`src/rtl/locked_reg_pkg.sv`:
```
// Shared types and constants for the lockable register bank and its debug-unlock FSM.
package locked_reg_pkg;

  typedef enum logic [1:0] {
    CLOSED,
    CHECK,
    OPEN,
    BLOCKED
  } dbg_state_t;

  localparam int MAX_KEY_FAILS = 3;
  localparam int VIOL_CNT_W    = 8;
  localparam int FAIL_CNT_W    = $clog2(MAX_KEY_FAILS + 1);

  // Address width for a bank of n registers, never narrower than one bit.
  function automatic int addr_width(input int n);
    return (n > 2) ? $clog2(n) : 1;
  endfunction

endpackage

```
`src/rtl/dbg_unlock_fsm.sv`:
```
// Debug unlock controller: key check, timed open window, and a lockout after repeated bad keys.
module dbg_unlock_fsm
  import locked_reg_pkg::*;
#(
  parameter int                DATA_W     = 16,
  parameter logic [DATA_W-1:0] DBG_KEY    = DATA_W'(16'hA5C3),
  parameter int                DBG_WINDOW = 64
) (
  input  logic              Clk,
  input  logic              resetn,
  input  logic              scan_mode,
  input  logic              dbg_req,
  input  logic [DATA_W-1:0] dbg_key,
  output logic              dbg_open
);

  localparam int                 TIMER_W     = $clog2(DBG_WINDOW + 1);
  localparam logic [TIMER_W-1:0] WINDOW_LOAD = TIMER_W'(DBG_WINDOW);
  localparam logic [TIMER_W-1:0] TIMER_ONE   = TIMER_W'(1);

  dbg_state_t            state;
  dbg_state_t            state_nxt;
  logic [DATA_W-1:0]     key_q;
  logic [TIMER_W-1:0]    timer;
  logic [FAIL_CNT_W-1:0] fail_cnt;
  logic                  key_match;
  logic                  last_fail;

  assign key_match = (key_q == DBG_KEY);
  assign last_fail = (fail_cnt == FAIL_CNT_W'(MAX_KEY_FAILS - 1));

  // NOTE: clocked state uses non-blocking (<=) so every flop samples pre-edge values regardless of statement order.
  always_ff @(posedge Clk or negedge resetn) begin
    if (!resetn) begin
      state    <= CLOSED;
      key_q    <= '0;
      timer    <= '0;
      fail_cnt <= '0;
    end else begin
      state <= state_nxt;
      if (state == CLOSED && dbg_req && !scan_mode) begin
        key_q <= dbg_key;
      end
      if (state == CHECK && state_nxt == OPEN) begin
        timer <= WINDOW_LOAD;
      end else if (state == OPEN) begin
        timer <= timer - TIMER_ONE;
      end
      if (state == CHECK && !scan_mode && !key_match) begin
        fail_cnt <= fail_cnt + FAIL_CNT_W'(1);
      end
    end
  end

  // NOTE: state_nxt gets a default first so every path assigns it and no latch is inferred.
  always_comb begin
    state_nxt = state;
    case (state)
      CLOSED:  if (dbg_req) state_nxt = CHECK;
      CHECK: begin
        if (key_match)      state_nxt = OPEN;
        else if (last_fail) state_nxt = BLOCKED;
        else                state_nxt = CLOSED;
      end
      OPEN:    if (timer == TIMER_ONE) state_nxt = CLOSED;
      BLOCKED: state_nxt = BLOCKED;
      default: state_nxt = CLOSED;
    endcase
    // Scan always drops an open or pending session, but cannot lift a lockout.
    if (scan_mode && state != BLOCKED) begin
      state_nxt = CLOSED;
    end
  end

  always_comb begin
    dbg_open = (state == OPEN);
  end

endmodule

```
`src/rtl/locked_reg_bank.sv`:
```
// Bank of sticky-lockable registers with registered read port, write status pulses,
// lock-violation counter and a key-gated debug window that bypasses locks.
module locked_reg_bank
  import locked_reg_pkg::*;
#(
  parameter int                NUM_REGS   = 8,
  parameter int                DATA_W     = 16,
  parameter logic [DATA_W-1:0] DBG_KEY    = DATA_W'(16'hA5C3),
  parameter int                DBG_WINDOW = 64,
  localparam int               ADDR_W     = addr_width(NUM_REGS)
) (
  input  logic                  Clk,
  input  logic                  resetn,
  input  logic                  wr_en,
  input  logic [ADDR_W-1:0]     wr_addr,
  input  logic [DATA_W-1:0]     wr_data,
  input  logic                  rd_en,
  input  logic [ADDR_W-1:0]     rd_addr,
  output logic [DATA_W-1:0]     rd_data,
  output logic                  rd_valid,
  input  logic                  lock_set,
  input  logic [ADDR_W-1:0]     lock_addr,
  input  logic                  lock_all,
  input  logic                  scan_mode,
  input  logic                  dbg_req,
  input  logic [DATA_W-1:0]     dbg_key,
  output logic                  dbg_open,
  output logic                  wr_ok,
  output logic                  wr_err,
  output logic [NUM_REGS-1:0]   lock_status,
  output logic [VIOL_CNT_W-1:0] viol_cnt
);

  localparam logic [ADDR_W:0] REG_LIMIT = (ADDR_W + 1)'(NUM_REGS);

  logic [DATA_W-1:0] regs [NUM_REGS];
  logic              unlock;
  logic              wr_in_range;
  logic              rd_in_range;
  logic              wr_locked;
  logic              wr_commit;
  logic              wr_lock_reject;
  logic              rd_masked;

  // One extra bit keeps the compare meaningful when NUM_REGS is a power of two.
  function automatic logic in_range(input logic [ADDR_W-1:0] addr);
    return {1'b0, addr} < REG_LIMIT;
  endfunction

  dbg_unlock_fsm #(
    .DATA_W     (DATA_W),
    .DBG_KEY    (DBG_KEY),
    .DBG_WINDOW (DBG_WINDOW)
  ) u_dbg (
    .Clk       (Clk),
    .resetn    (resetn),
    .scan_mode (scan_mode),
    .dbg_req   (dbg_req),
    .dbg_key   (dbg_key),
    .dbg_open  (dbg_open)
  );

  // The debug window never bypasses a lock while scan is asserted, even in the
  // cycle before the FSM has been forced closed.
  assign unlock      = dbg_open && !scan_mode;
  assign wr_in_range = in_range(wr_addr);
  assign rd_in_range = in_range(rd_addr);

  // Same-cycle lock requests count as already locked: lock wins over write.
  assign wr_locked = lock_all
                  || (lock_set && lock_addr == wr_addr)
                  || (wr_in_range && lock_status[wr_addr]);

  assign wr_commit      = wr_en && wr_in_range && (!wr_locked || unlock);
  assign wr_lock_reject = wr_en && wr_in_range && wr_locked && !unlock;
  assign rd_masked      = !rd_in_range || (scan_mode && lock_status[rd_addr]);

  // NOTE: the array sits on the async reset like every other flop, so a reset can never leave old contents readable.
  always_ff @(posedge Clk or negedge resetn) begin
    if (!resetn) begin
      for (int i = 0; i < NUM_REGS; i++) begin
        regs[i] <= '0;
      end
    end else if (wr_commit) begin
      regs[wr_addr] <= wr_data;
    end
  end

  always_ff @(posedge Clk or negedge resetn) begin
    if (!resetn) begin
      lock_status <= '0;
    end else begin
      for (int i = 0; i < NUM_REGS; i++) begin
        if (lock_all || (lock_set && lock_addr == ADDR_W'(i))) begin
          lock_status[i] <= 1'b1;
        end
      end
    end
  end

  always_ff @(posedge Clk or negedge resetn) begin
    if (!resetn) begin
      wr_ok    <= 1'b0;
      wr_err   <= 1'b0;
      viol_cnt <= '0;
    end else begin
      wr_ok  <= wr_commit;
      wr_err <= wr_en && !wr_commit;
      if (wr_lock_reject && viol_cnt != '1) begin
        viol_cnt <= viol_cnt + VIOL_CNT_W'(1);
      end
    end
  end

  // Read samples the pre-edge array, so a same-cycle write is not visible yet.
  always_ff @(posedge Clk or negedge resetn) begin
    if (!resetn) begin
      rd_data  <= '0;
      rd_valid <= 1'b0;
    end else begin
      rd_valid <= rd_en;
      if (rd_en) begin
        rd_data <= rd_masked ? '0 : regs[rd_addr];
      end
    end
  end

endmodule
```
`config.mk`:
```
export PLATFORM = sky130hd
export DESIGN_NAME = locked_reg_bank
export DESIGN_NICKNAME = d
export VERILOG_FILES = /design/src/rtl/locked_reg_pkg.sv /design/src/rtl/dbg_unlock_fsm.sv /design/src/rtl/locked_reg_bank.sv
export SDC_FILE = /design/constraint.sdc
export NUM_CORES = 1
export LEC_CHECK = 0
export BUFFER_PORTS_ARGS = -buffer_cell sky130_fd_sc_hd__buf_2
export CAP_MARGIN = 10
export CORE_MARGIN = 2
export CORE_UTILIZATION = 42
export DETAILED_ROUTE_END_ITERATION = 6
export GPL_ROUTABILITY_DRIVEN = 0
export MAX_ROUTING_LAYER = met4
export SYNTH_ARGS = -nofsm -noshare
export SYNTH_HDL_FRONTEND = slang
export SYNTH_SLANG_ARGS = --single-unit
```
`constraint.sdc`:
```
create_clock -name Clk -period 2.5 [get_ports Clk]
set_input_delay 0.375 -clock Clk [delete_from_list [all_inputs] [get_ports Clk]]
set_output_delay 0.375 -clock Clk [all_outputs]
set_load 0.01 [all_outputs]
```
# Yosys cells after proc, flatten, opt, wreduce, memory -nomap -nowiden
# Cells that the tools add are included.
# totals
reg_bits	190
out_inout_bits	36
inputBits	49
word_cells	113
# op_classes
muxes	19
reduce_logical	42
bitwise	2
add_sub_neg	3
magnitude_cmp	5
eq_ne	17
# ops
op	count
$bwmux 128	1
$mux 16	4
$bmux 16 s3	1
$demux 16 s3	1
$logic_and 1x1->1	23
$eq 16x16->1 const B	1
$mux 7	2
$eq 3x3->1 const B	4
$logic_or 1x1->1	11
$mux 2	5
$add 8x1->8 const B	1
$eq 2x2->1 const B	4
$ge 4x4->1 const B	2
$lt 3x4->1 const B	2
$ne 8x8->1 const B	1
$not 3->4	2
$pmux 2 s4	1
$eq 7x1->1 const B	1
$sub 7x1->7 const B	1
$bmux 1 s3	2
$eq 3x2->1 const B	2
$logic_not 1->1	5
$lt 4x1->1 const B	1
$eq 3x1->1 const B	1
8 further kinds	9

# Longest topological paths before layout
# Gate-level depths: netlist of the first run.
# logic_depth
depth_word	9
mapped_depth	8
ltp_nobuf	6

# Modules after synthesis
# Synthesis of the first run repeated with hierarchy kept, for this count alone.
# unflattened
hier_cells	582
area_unflattened_um2	8603.3
# modules_own_cells
module	n_inst	seq_area_each_um2	area_each_um2	cells_each
locked_reg_bank	1	4078.9	7378.3	483
dbg_unlock_fsm	1	675.6	1224.9	99

# Worst setup path after synthesis of the first run
# OpenSTA, ideal clock, no wires.
# synth_path
kind	input to register
from	input wr_addr[0]
to	register regs[101] (netlist name)
slack_ns	-0.143
path_stages	8
n_path_buf	3
t_required_ns	2.375
t_arrival_ns	2.518
setup_ns	0.125
cell_sequence	buf_6 -> mux2_4 -> a222oi_1 -> a31oi_2 -> or4_1 -> buf_2 -> buf_6 -> mux2_4
# synth_between
elab_chain_cells	7
word_cells_on_any_way	16
classes_between	2 x order compare; 1 x eq/ne; 5 x mux; 1 x bitwise; 7 x reduce/logical
# synth_rtl
item	line	text
from (decl)	locked_reg_bank.sv:15	input logic [ADDR_W-1:0] wr_addr,
parallel branches: the longest is 7 deep, another holds $ge 4x4->1	--	
to (signal, indexed assignment)	locked_reg_bank.sv:85	regs[wr_addr] <= wr_data;
to (decl)	locked_reg_bank.sv:36	logic [DATA_W-1:0] regs [NUM_REGS];
# Several ways; the timed one is not identified. The select of a mux whose other input is x is not followed.
# A chain may end at the register's enable or synchronous reset.

# Final worst setup path of the first run
# layout_path
from	register lock_status[3]
to	register regs[120] (netlist name)
# layout_between
elab_chain_cells	6
# layout_rtl
item	line	text
from (decl)	locked_reg_bank.sv:30	output logic [NUM_REGS-1:0] lock_status,
from (signal assigned)	locked_reg_bank.sv:91	lock_status <= '0;
from (signal, indexed assignment)	locked_reg_bank.sv:95	lock_status[i] <= 1'b1;
$bmux 1 s3	locked_reg_bank.sv:72	|| (wr_in_range && lock_status[wr_addr]);
$mux 1 (not written as such)	locked_reg_bank.sv:72	
$logic_or 1x1->1	locked_reg_bank.sv:72	
$logic_not 1->1	locked_reg_bank.sv:74	assign wr_commit = wr_en && wr_in_range && (!wr_locked || unlock);
$logic_or 1x1->1	locked_reg_bank.sv:74	
$logic_and 1x1->1	locked_reg_bank.sv:74	
# Every way passes these cells. The select of a mux whose other input is x is not followed.

==> results of run 1 <==
-- path summary, 6_finish.rpt --
check,end,depth (start not counted)
max in group asynchronous,regs[19],3
setup reg to reg,regs[120],6
setup / recovery,regs[120],6
min in group asynchronous,viol_cnt[3],2
hold / removal,u_dbg.key_q[10],2
hold reg to reg,viol_cnt[7],1
-- layer usage --
layer	up-vias	wire, µm	track usage, %
met5	-	0	-
met4	0	206	5.29
met3	16	459	2.89
met2	75	9510	31.0
met1	2691	8160	23.8
li1	2355	-	-
-- logic make-up (layout without fill, tap and decap cells) --
logic type               Yosys count  after routing  synth area share, %
XOR/XNOR                          13             13                 1.33
flip-flops                       190            190                 55.5
AO/OA/AOI/OAI                     42             42                 3.09
multiplexers                     201            201                 31.5
buffers and inverters             53            177                 2.73
AND/OR/NAND/NOR                   76             76                 5.26
adder cells (fa/ha/maj)            4              4                0.584
-- critical path, delay by kind of cell, from the launching register on --
family | cells | cell delay (ns)
compound gates | 2 | 0.58
simple gates | 1 | 0.56
flops | 1 | 0.43
buf+inv | 1 | 0.20
mux | 2 | 0.59
-- timing repair --
item / in CTS / in global routing
setup endpoints to repair: 0 / 106
hold buffers: 1 / 0
gates resized for setup: 0 / 22
endpoints found under the hold margin: 36 / 0
buffers inserted: 0 / 1
-- through the flow --
| stage | utilization [%] | worst slack (ns) |
|---|---|---|
| finish | 51.0 | 0.0394 |
| global route | 51.0 | -0.0495 |
| CTS | 50.4 | 0.0133 |
| detailed placement | 47.6 | -0.208 |
| global placement | 47.6 | -0.158 |
| floorplan | - | -0.135 |
-- cell type report --
type | count | area [µm²]
fillers | 1692 | 9840
clock inverters | 12 | 111
multi-input cells | 336 | 3660
repair buffers | 125 | 861
inverters | 21 | 78.8
clock buffers | 19 | 453
well taps | 270 | 338
flip-flops and latches | 190 | 4750
-- power by group --
group	switching [W]	internal [W]
Sequential	0.000430	0.00380
Combinational	0.000674	0.00105
Clock	0.00118	0.00143
Total	0.00228	0.00628
-- synth_stat cells, types with 7 or more instances --
cell / instances / area share, %
nand2_1: 13 / 0.57
mux4_2: 34 / 8.9
inv_1: 21 / 0.92
mux2_4: 21 / 3.7
mux2_2: 124 / 16
nor2_1: 16 / 0.70
dfrtp_1: 190 / 55
xnor2_1: 7 / 0.72
o22ai_1: 17 / 1.2
o21ai_0: 11 / 0.64
mux2i_1: 18 / 2.1
buf_2: 10 / 0.58
clkbuf_1: 15 / 0.66
-- flip-flops by register name (all words and copies together), names as in the netlist --
signal / flops
lock_status: 8
rd_data: 16
rd_valid: 1
regs: 128
u_dbg.fail_cnt: 2
u_dbg.key_q: 16
u_dbg.state: 2
u_dbg.timer: 7
viol_cnt: 8
wr_err: 1
wr_ok: 1
==> key figures, run 1 <==
Critical path
  – Critical Path AT: 2.77 ns
  – Reg2reg setup slack: 0.04 ns
  – CP required: approximately 2.8 ns
  – CP cell instances: mux2_2, a222oi_1, a31oi_2, or4_1, buf_12, mux2_4
  – CP max stage delay: around 0.56 ns
  – WS Path Type: reg2reg
  – Slowest cell on crit path: or4_1
  – Worst Setup SP: lock_status[3]
  – Worst r2r src: lock_status[3]
  – Critical Path End Type: flop
  – Critical path fanouts, max: 16
  – Setup crit start kind: flop

Synth
  – Post-synthesis sequential area ratio: between 50% and 60%
  – EDFF count, synth: 0
  – Yosys reg bits: 190
  – Netlist cell types: 45
  – Async set-reset flop share out of synthesis: between 90% and 100%
  – Gate Count Post-Synth: 579
  – Mean Syn Cell Area: between 10 and 15 µm²
  – Post-Syn Area: ~8600 µm²
  – Main synth FF type: dfrtp_1
  – Yosys warns: 0
  – Synthesized net count: about 630

Layout
  – ANT cells: 0
  – Commonest non-fill, non-tap cells in the layout: dfrtp_1, mux2_2, buf_2
  – Commonest non-fill, non-tap cell in the layout: dfrtp_1
  – Synth-to-layout area growth: 19.7%
  – Fin cells: about 970
  – Final #Nets: roughly 740
  – Fin area: just over 10000 µm²
  – Layout cells sized above 1: 49.1%

Timing
  – Worst Max-Slew Pin Slew: between 0.5 and 0.6 ns
  – Hold Slack: approximately 0.17 ns
  – Period utilisation layout: 98.4%
  – Unrepaired setup endpoints after global routing: yes
  – Max Fclk: 406 MHz
  – Hold Vio Cnt, Final: 0
  – Max Clock Skew: ~0.0078 ns
  – Max-slew violations: 0
  – Final setup vio count: 0
  – Rel. slew slack: between 60 and 70%
  – Setup TNS: 0 ns
  – Min Tclk post-route: around 2.5 ns

Placed design
  – Post-placement cell area: roughly 9600 µm²
  – PortBufs: between 80 and 90
  – Post-DP HPWL: approximately 12000 µm
  – Placed Cells: 939

Routing
  – DRT Pass-1 Iters: 4
  – Final WL: ~18000 µm
  – Vias: 5137
  – Via-per-instance ratio: 5.28
  – Initial DRC count: between 200 and 250
  – # DRC: 0
  – Antenna-violating nets left: 0
  – Routed len/inst: between 15 and 20 µm

Floorplanning
  – Core box area: 20100 µm²
  – Die width: roughly 150 µm
  – I/O pins: between 80 and 90
  – Die Ht: about 150 µm
  – Core Rows: between 50 and 60
  – Die area: around 22000 µm²
  – Effective utilization at floorplan: 42.6%

Clocking
  – Root buf cell: clkbuf_16
  – CTS H-tree depth: 4
  – TritonCTS clock tree: yes
  – CTS buffer count: 17
  – Worst skew pair latency: about 0.43 ns
  – Clock-pin slew on the worst setup and hold paths: 0.07 ns
  – Clk sink count: 190
  – Max Root-Sink Buffers: 2

Min path
  – Hold path startpoint: dbg_key[10]
  – Hold Crit Class: in2reg

Global routing
  – First-pass GRT wire length: approximately 30000 µm
  – Vias in the first global route: approximately 5600
  – Total global routing overflow: 0
  – Pin count of the biggest net entering global routing: slightly below 60
  – Initial antenna violation count: 0
  – Total global routing track utilization: 18.6%

Outcome
  – Status: completed

Pwr
  – Pleak: 4.79 nW
  – Tot Pwr: ~0.0086 W
  – Worst VDD drop: between 0.0004 and 0.0005 V
  – PwrDens: roughly 830 nW/µm²

Job
  – Total of max-cap violations: 0
Note: power is estimated with default switching activity, not from simulation.
==> inputs of run 2 (changes only) <==
--- a/config.mk
+++ b/config.mk
@@ -14,4 +14,5 @@
 export MAX_ROUTING_LAYER = met4
 export SYNTH_ARGS = -nofsm -noshare
 export SYNTH_HDL_FRONTEND = slang
+export SYNTH_HIERARCHICAL = 1
 export SYNTH_SLANG_ARGS = --single-unit
==> run 2 against run 1 <==
Compared with the run above:
- via count is 0.56% higher
- register-to-register slack gained 0.04 ns
- cell count is 0.51% higher
- critical endpoint is now regs[106]
- clock power is 3% higher
- synthesized cell count up 0.52%
- fmax rose by 1.7%
- critical path depth increased by 1
- flip-flop and latch count unchanged
- worst hold slack gained 0.0027 ns
- largest power group unchanged
==> key figures, run 2 <==
Timing
  – Max Fclk: 413 MHz (was 406 MHz)
  – Min Tclk post-route: 2.42 ns (was 2.46 ns)
  – Final WS setup: 0.0809 ns (was 0.0394 ns)
  – Worst Max-Slew Pin Slew: 0.548 ns (was 0.504 ns)
  – Unrepaired setup endpoints after global routing: no (was yes)
  – Hold Vio Cnt, Final: 0 (unchanged)
  – Final setup vio count: 0 (unchanged)
  – Max-slew violations: 0 (unchanged)
  – Period utilisation layout: 96.8% (was 98.4%)
  – Hold Slack: 0.177 ns (was 0.174 ns)
  – Max Clock Skew: 0.00848 ns (was 0.00784 ns)
  – Rel. slew slack: 63.5% (was 66.4%)

Critical path
  – Worst Reg-to-Reg Cells: 7 (was 6)
  – Critical path fanouts, max: 16 (unchanged)
  – Critical Path End Type: flop (unchanged)
  – Reg2reg end: regs[106] (was regs[120])
  – CP required: 2.81 ns (about the same)
  – Reg2reg setup slack: 0.08 ns (was 0.04 ns)
  – Worst r2r src: lock_status[2] (was lock_status[3])
  – Worst Setup SP: lock_status[2] (was lock_status[3])
  – Critical Path AT: 2.73 ns (was 2.77 ns)
  – WS Path Type: reg2reg (unchanged)
  – Setup crit start kind: flop (unchanged)

Clocking
  – TritonCTS clock tree: yes (unchanged)
  – Worst skew pair latency: 0.42 ns (was 0.43 ns)
  – Clock-pin slew on the worst setup and hold paths: 0.07 ns (about the same)
  – Clk sink count: 190 (unchanged)
  – CTS buffer count: 17 (unchanged)
  – CTS H-tree depth: 4 (unchanged)
  – Root buf cell: clkbuf_16 (unchanged)
  – Max Root-Sink Buffers: 2 (unchanged)

Synth
  – Synth top area cells: dfrtp_1, mux2_2, mux4_2, mux2_4, mux2i_1 (unchanged)
  – Gate Count Post-Synth: 582 (was 579)
  – Top-area cell type share of the netlist area: 55.3% (was 55.5%)
  – Main synth FF type: dfrtp_1 (unchanged)
  – Synthesized net count: 635 (was 632)
  – Post-synth top cells: dfrtp_1, mux2_2, mux4_2 (unchanged)
  – Post-synthesis sequential area ratio: 55.3% (was 55.5%)
  – Netlist cell types: 44 (was 45)
  – Yosys warns: 6 (was 0)
  – Most area-hungry cell type in the Yosys netlist: dfrtp_1 (unchanged)
  – EDFF count, synth: 0 (unchanged)
  – Post-Syn Area: 8600 µm² (was 8570 µm²)
  – Async set-reset flop share out of synthesis: 100% (unchanged)
  – Mean Syn Cell Area: 14.8 µm² (about the same)
  – Yosys reg bits: 190 (unchanged)
  – Cell with the most instances after synthesis: dfrtp_1 (unchanged)

Layout
  – Synth-to-layout area growth: 19.2% (was 19.7%)
  – Reg with most FFs: regs (unchanged)
  – Reg area: 4750 µm² (unchanged)
  – Area of the multi-input gates: 3620 µm² (was 3660 µm²)
  – Layout cells sized above 1: 48.5% (was 49.1%)
  – Final #Nets: 747 (was 744)
  – Commonest non-fill, non-tap cells in the layout: dfrtp_1, mux2_2, buf_2 (unchanged)
  – Commonest non-fill, non-tap cell in the layout: dfrtp_1 (unchanged)
  – Biggest regs: regs (128), rd_data (16), u_dbg/key_q (16) (was regs (128), rd_data (16), u_dbg.key_q (16))
  – Largest register FFs: 128 (unchanged)
  – Fillers: 1738 (was 1692)

Global routing
  – Total global routing track utilization: 19.0% (was 18.6%)
  – Total global routing overflow: 0 (unchanged)
  – Initial antenna violation count: 1 (was 0)
  – First-pass GRT wire length: 31000 µm (was 30200 µm)
  – Pin count of the biggest net entering global routing: 71 (was 58)
  – Vias in the first global route: 5644 (was 5609)

Pwr
  – Pleak: 4.71 nW (was 4.79 nW)
  – PwrDens: 974 nW/µm² (was 835 nW/µm²)
  – Worst VDD drop: 0.000462 V (was 0.000482 V)
  – Tot Pwr: 0.00999 W (was 0.00856 W)

Routing
  – Final WL: 18700 µm (was 18300 µm)
  – Via-per-instance ratio: 5.28 (about the same)
  – Routed len/inst: 19.1 µm (was 18.9 µm)
  – Initial DRC count: 231 (was 245)
  – Antenna-violating nets left: 0 (unchanged)
  – DRT Pass-1 Iters: 4 (unchanged)
  – Vias: 5166 (was 5137)
  – # DRC: 0 (unchanged)

Placed design
  – Place WS: -0.261 ns (was -0.208 ns)
  – Post-DP HPWL: 12400 µm (was 12200 µm)
  – PortBufs: 84 (unchanged)

Job
  – Total of max-cap violations: 0 (unchanged)

Floorplanning
  – Die area: 21600 µm² (about the same)
  – Effective utilization at floorplan: 42.7% (was 42.6%)
  – Core box area: 20200 µm² (was 20100 µm²)
  – Die Ht: 147 µm (about the same)
  – Core Rows: 52 (unchanged)
  – Die width: 147 µm (about the same)
  – I/O pins: 85 (unchanged)

Min path
  – Hold path startpoint: dbg_key[15] (was dbg_key[10])
  – Hold EP: u_dbg/key_q[15] (was u_dbg.key_q[10])
  – Hold Crit Class: in2reg (unchanged)
  – Hold path cells: 2 (unchanged)

Outcome
  – Status: completed (unchanged)
==> run 2: cell types whose count changed after synthesis, moves of 3 or more <==
| cell | before | now |
|---|---|---|
| clkbuf_1 | 15 | 12 |
| inv_1 | 21 | 25 |
| xnor2_1 | 7 | 13 |
| xor2_1 | 6 | 0 |
| nand4_1 | 4 | 7 |
| nand3_1 | 2 | 6 |
==> run 2: per-layer routing <==
metal	track usage (%)	vias up	part of all wire, %
li1	-	2354	-
met3	4.10	8	3.7
met1	24.8	2694	45
met4	4.57	0	0.79
met5	-	-	0
met2	30.6	110	50
==> run 2: area by class of cell <==
| cell class | count | area share [%] |
|---|---|---|
| tap | 270 | 3.29 |
| inverter | 25 | 0.915 |
| timing repair buffer | 123 | 8.30 |
| sequential | 190 | 46.4 |
| clock buffer | 17 | 4.15 |
| clock inverter | 15 | 1.61 |
| multi-input combinational | 337 | 35.3 |
| antenna | 1 | 0.0244 |
==> run 2: worst max-delay path, stage by stage (launching register included) <==
cell      delay (ns)
dfrtp_1         0.38
mux2_4          0.27
a222oi_1        0.31
buf_4           0.19
a31oi_4         0.09
or4_1           0.54
buf_12          0.20
mux2_4          0.31
==> run 2: logic make-up (layout without fill, tap and decap cells) <==
| kind of cell | Yosys count | after routing | share of synthesized area (%) |
|---|---|---|---|
| buffers and inverters | 55 | 180 | 2.91 |
| adders and majority gates | 4 | 4 | 0.582 |
| other | 0 | 1 | 0 |
| and+or+nand+nor | 78 | 78 | 5.66 |
| DFF | 190 | 190 | 55.3 |
| xor gates and xnor gates | 13 | 13 | 1.32 |
| muxes | 201 | 201 | 31.4 |
| AOI/OAI and AO/OA | 41 | 41 | 2.89 |
==> run 2: worst max-delay path by stage <==
stage | to | slack (ns) | depth (start not counted)
CTS | regs[85] | 0.03 | 8
detailed placement | regs[85] | -0.26 | 8
finish | regs[106] | 0.08 | 7
floorplan | regs[101] | -0.08 | 8
global placement | regs[85] | -0.18 | 8
global route | regs[85] | 0.01 | 8
==> run 2: power by group <==
part	internal, W	switching [W]
registers	0.00418	0.000627
clock network	0.00149	0.00121
logic	0.00154	0.000947
==> run 2: per-stage QoR <==
stage          util [%]  cell area, µm²  instances  TNS, ns
5_1_grt            50.8           10300        978        0
3_3_place_gp       47.7            9610        941   -10.83
4_1_cts            50.7           10200        976        0
2_1_floorplan         -            8660        582    -2.10
6_report           50.8           10300        978        0
3_5_place_dp       47.7            9610        941   -17.87
==> run 2: repair_timing <==
action | in CTS | in global routing
endpoints found under the setup margin | 15 | 39
resized for setup | 0 | 3
setup buffers | 2 | 1
hold buffers | 1 | 0
hold endpoints to repair | 56 | 0
pin swaps | 2 | 1
==> inputs of run 3 (changes only) <==
--- a/config.mk
+++ b/config.mk
@@ -7,6 +7,7 @@
 export LEC_CHECK = 0
 export BUFFER_PORTS_ARGS = -buffer_cell sky130_fd_sc_hd__buf_2
 export CAP_MARGIN = 10
+export CORE_ASPECT_RATIO = 1.75
 export CORE_MARGIN = 2
 export CORE_UTILIZATION = 42
 export DETAILED_ROUTE_END_ITERATION = 6
==> run 3 against run 2 <==
Compared with the run above:
- sequential share of layout area shrank 0.42 points
- total power grew 2.2%
- combinational power is essentially flat
- utilization grew 0.38 points
- worst hold slack lost 0.0017 ns
- largest power group unchanged
- die area grew 0.21%
- clock skew grew 0.00066 ns
- final area grew 0.90%
- cell count shrank 1.7%
- via count grew 1.5%
- sequential power is essentially flat
==> key figures, run 3 (synthesis gave the netlist of run 2 again) <==
Clocking
  – Worst skew pair latency: 0.44 ns (was 0.42 ns)
  – TritonCTS clock tree: yes (unchanged)
  – CTS buffer count: 17 (unchanged)
  – Max Root-Sink Buffers: 2 (unchanged)
  – Clk sink count: 190 (unchanged)
  – Clock-pin slew on the worst setup and hold paths: 0.07 ns (about the same)
  – CTS H-tree depth: 4 (unchanged)
  – Root buf cell: clkbuf_16 (unchanged)

Layout
  – Biggest regs: regs (128), rd_data (16), u_dbg/key_q (16) (unchanged)
  – Synth-to-layout area growth: 20.3% (was 19.2%)
  – Reg with most FFs: regs (unchanged)
  – Layout cells sized above 1: 48.7% (was 48.5%)
  – Largest register FFs: 128 (unchanged)
  – Commonest non-fill, non-tap cell in the layout: dfrtp_1 (unchanged)
  – Fin area: 10300 µm² (about the same)
  – Final #Nets: 752 (was 747)
  – Commonest non-fill, non-tap cells in the layout: dfrtp_1, mux2_2, buf_2 (unchanged)

Critical path
  – WS Path Type: reg2reg (unchanged)
  – Critical Path End Type: flop (unchanged)
  – Critical path fanouts, max: 16 (unchanged)
  – Critical Path AT: 2.74 ns (was 2.73 ns)
  – Setup crit start kind: flop (unchanged)
  – CP required: 2.82 ns (was 2.81 ns)

Timing
  – Final WS setup: 0.0828 ns (was 0.0809 ns)
  – Min Tclk post-route: 2.42 ns (about the same)
  – Final setup vio count: 0 (unchanged)
  – Max Clock Skew: 0.00914 ns (was 0.00848 ns)
  – Hold Vio Cnt, Final: 0 (unchanged)
  – Setup TNS: 0 ns (unchanged)
  – Period utilisation layout: 96.7% (was 96.8%)
  – Rel. slew slack: 42.8% (was 63.5%)
  – Max Fclk: 414 MHz (was 413 MHz)
  – Worst Max-Slew Pin Slew: 0.852 ns (was 0.548 ns)
  – Max-slew violations: 0 (unchanged)
  – Unrepaired setup endpoints after global routing: yes (was no)

Pwr
  – PwrDens: 987 nW/µm² (was 974 nW/µm²)
  – Switching power: 0.00280 W (was 0.00278 W)
  – Seq pwr share: 47.0% (was 48.1%)
  – Pleak: 4.80 nW (was 4.71 nW)
  – Logic pwr share: 24.4% (was 24.9%)
  – Tot Pwr: 0.0102 W (was 0.00999 W)
  – Pint: 0.00741 W (was 0.00721 W)
  – Clk pwr share: 28.5% (was 27.0%)
  – Sw frac: 27.4% (was 27.8%)
  – Worst VDD drop: 0.000480 V (was 0.000462 V)

Placed design
  – Place WS: -0.134 ns (was -0.261 ns)
  – Post-placement cell area: 9620 µm² (was 9610 µm²)
  – Post-DP HPWL: 12800 µm (was 12400 µm)
  – PortBufs: 84 (unchanged)

Routing
  – Initial DRC count: 238 (was 231)
  – Via-per-instance ratio: 5.45 (was 5.28)
  – Routed len/inst: 20.0 µm (was 19.1 µm)
  – Vias: 5241 (was 5166)
  – Final WL: 19200 µm (was 18700 µm)
  – DRT Pass-1 Iters: 4 (unchanged)
  – # DRC: 0 (unchanged)
  – Antenna-violating nets left: 0 (unchanged)

Floorplanning
  – I/O pins: 85 (unchanged)
  – Effective utilization at floorplan: 42.6% (was 42.7%)
  – Die area: 21700 µm² (was 21600 µm²)
  – Core Rows: 69 (was 52)
  – Die width: 112 µm (was 147 µm)
  – Core box area: 20200 µm² (about the same)
  – Die Ht: 193 µm (was 147 µm)

Global routing
  – Total global routing overflow: 0 (unchanged)
  – First-pass GRT wire length: 31200 µm (was 31000 µm)
  – Pin count of the biggest net entering global routing: 65 (was 71)
  – Total global routing track utilization: 19.0% (about the same)
  – Initial antenna violation count: 1 (unchanged)
  – Vias in the first global route: 5789 (was 5644)

Job
  – Total of max-cap violations: 0 (unchanged)

Min path
  – Hold Crit Class: in2reg (unchanged)

Outcome
  – Status: completed (unchanged)
## run 3: cell types whose count changed in the layout (fill, tap and decap cells not counted), sizes merged
cell,before,now
clkinvlp,5,0
inv,28,30
buf,122,126
bufinv,2,3
clkbuf,17,21
clkinv,5,4
## run 3: cell type report
class	count	area, µm²
Antenna cell	1	2.50
Clock buffer	20	467
Clock inverter	12	175
Fill cell	1743	9860
Inverter	25	93.8
Multi-Input combinational cell	337	3640
Sequential cell	190	4750
Tap cell	248	310
Timing Repair Buffer	128	906
## run 3: final timing paths
path                                    from                 to  slack, ns  depth (start not counted)
min in group asynchronous             resetn           regs[85]       0.51                          2
hold reg to reg            u_dbg/fail_cnt[0]  u_dbg/fail_cnt[0]       0.50                          1
hold / removal                    dbg_key[2]     u_dbg/key_q[2]       0.17                          2
max in group asynchronous             resetn          regs[106]       1.20                          3
setup reg to reg              lock_status[3]          regs[118]       0.08                          7
setup / recovery              lock_status[3]          regs[118]       0.08                          7
## run 3: through the flow
stage / utilization, % / std cells / hold WS [ns]
6_report: 51.2 / 961 / 0.175
3_5_place_dp: 47.6 / 923 / 0.422
4_1_cts: 50.8 / 956 / 0.156
3_3_place_gp: 47.6 / 923 / 0.418
2_1_floorplan: - / 582 / 0.0794
5_1_grt: 51.2 / 961 / 0.163
## run 3: critical path, stage by stage (launching register included)
cell and delay (ns):
dfrtp_1 0.41, mux2_4 0.26, a222oi_1 0.31, buf_4 0.18
a31oi_4 0.09, or4_1 0.55, buf_12 0.20, mux2_4 0.30
## run 3: per-layer routing
layer	vias up	track usage (%)	routed length [µm]
met5	-	-	0
met4	0	4.74	221
met3	20	3.95	614
met2	128	33.2	10600
met1	2731	22.4	7760
li1	2362	-	-
## run 3: power groups by stage
stage / sequential (W) / clock, W / combinational [W]
floorplan: 0.00471 / 0 / 0.00180
global placement: 0.00476 / 0 / 0.00238
detailed placement: 0.00485 / 0 / 0.00249
CTS: 0.00479 / 0.00298 / 0.00250
global route: 0.00492 / 0.00310 / 0.00274
finish: 0.00480 / 0.00291 / 0.00250
## run 3: repair_timing
| item | CTS | global route |
|---|---|---|
| endpoints found under the setup margin | 0 | 61 |
| hold buffers | 1 | 0 |
| hold endpoints to repair | 59 | 0 |
| resized for setup | 0 | 5 |
| setup buffers | 0 | 3 |
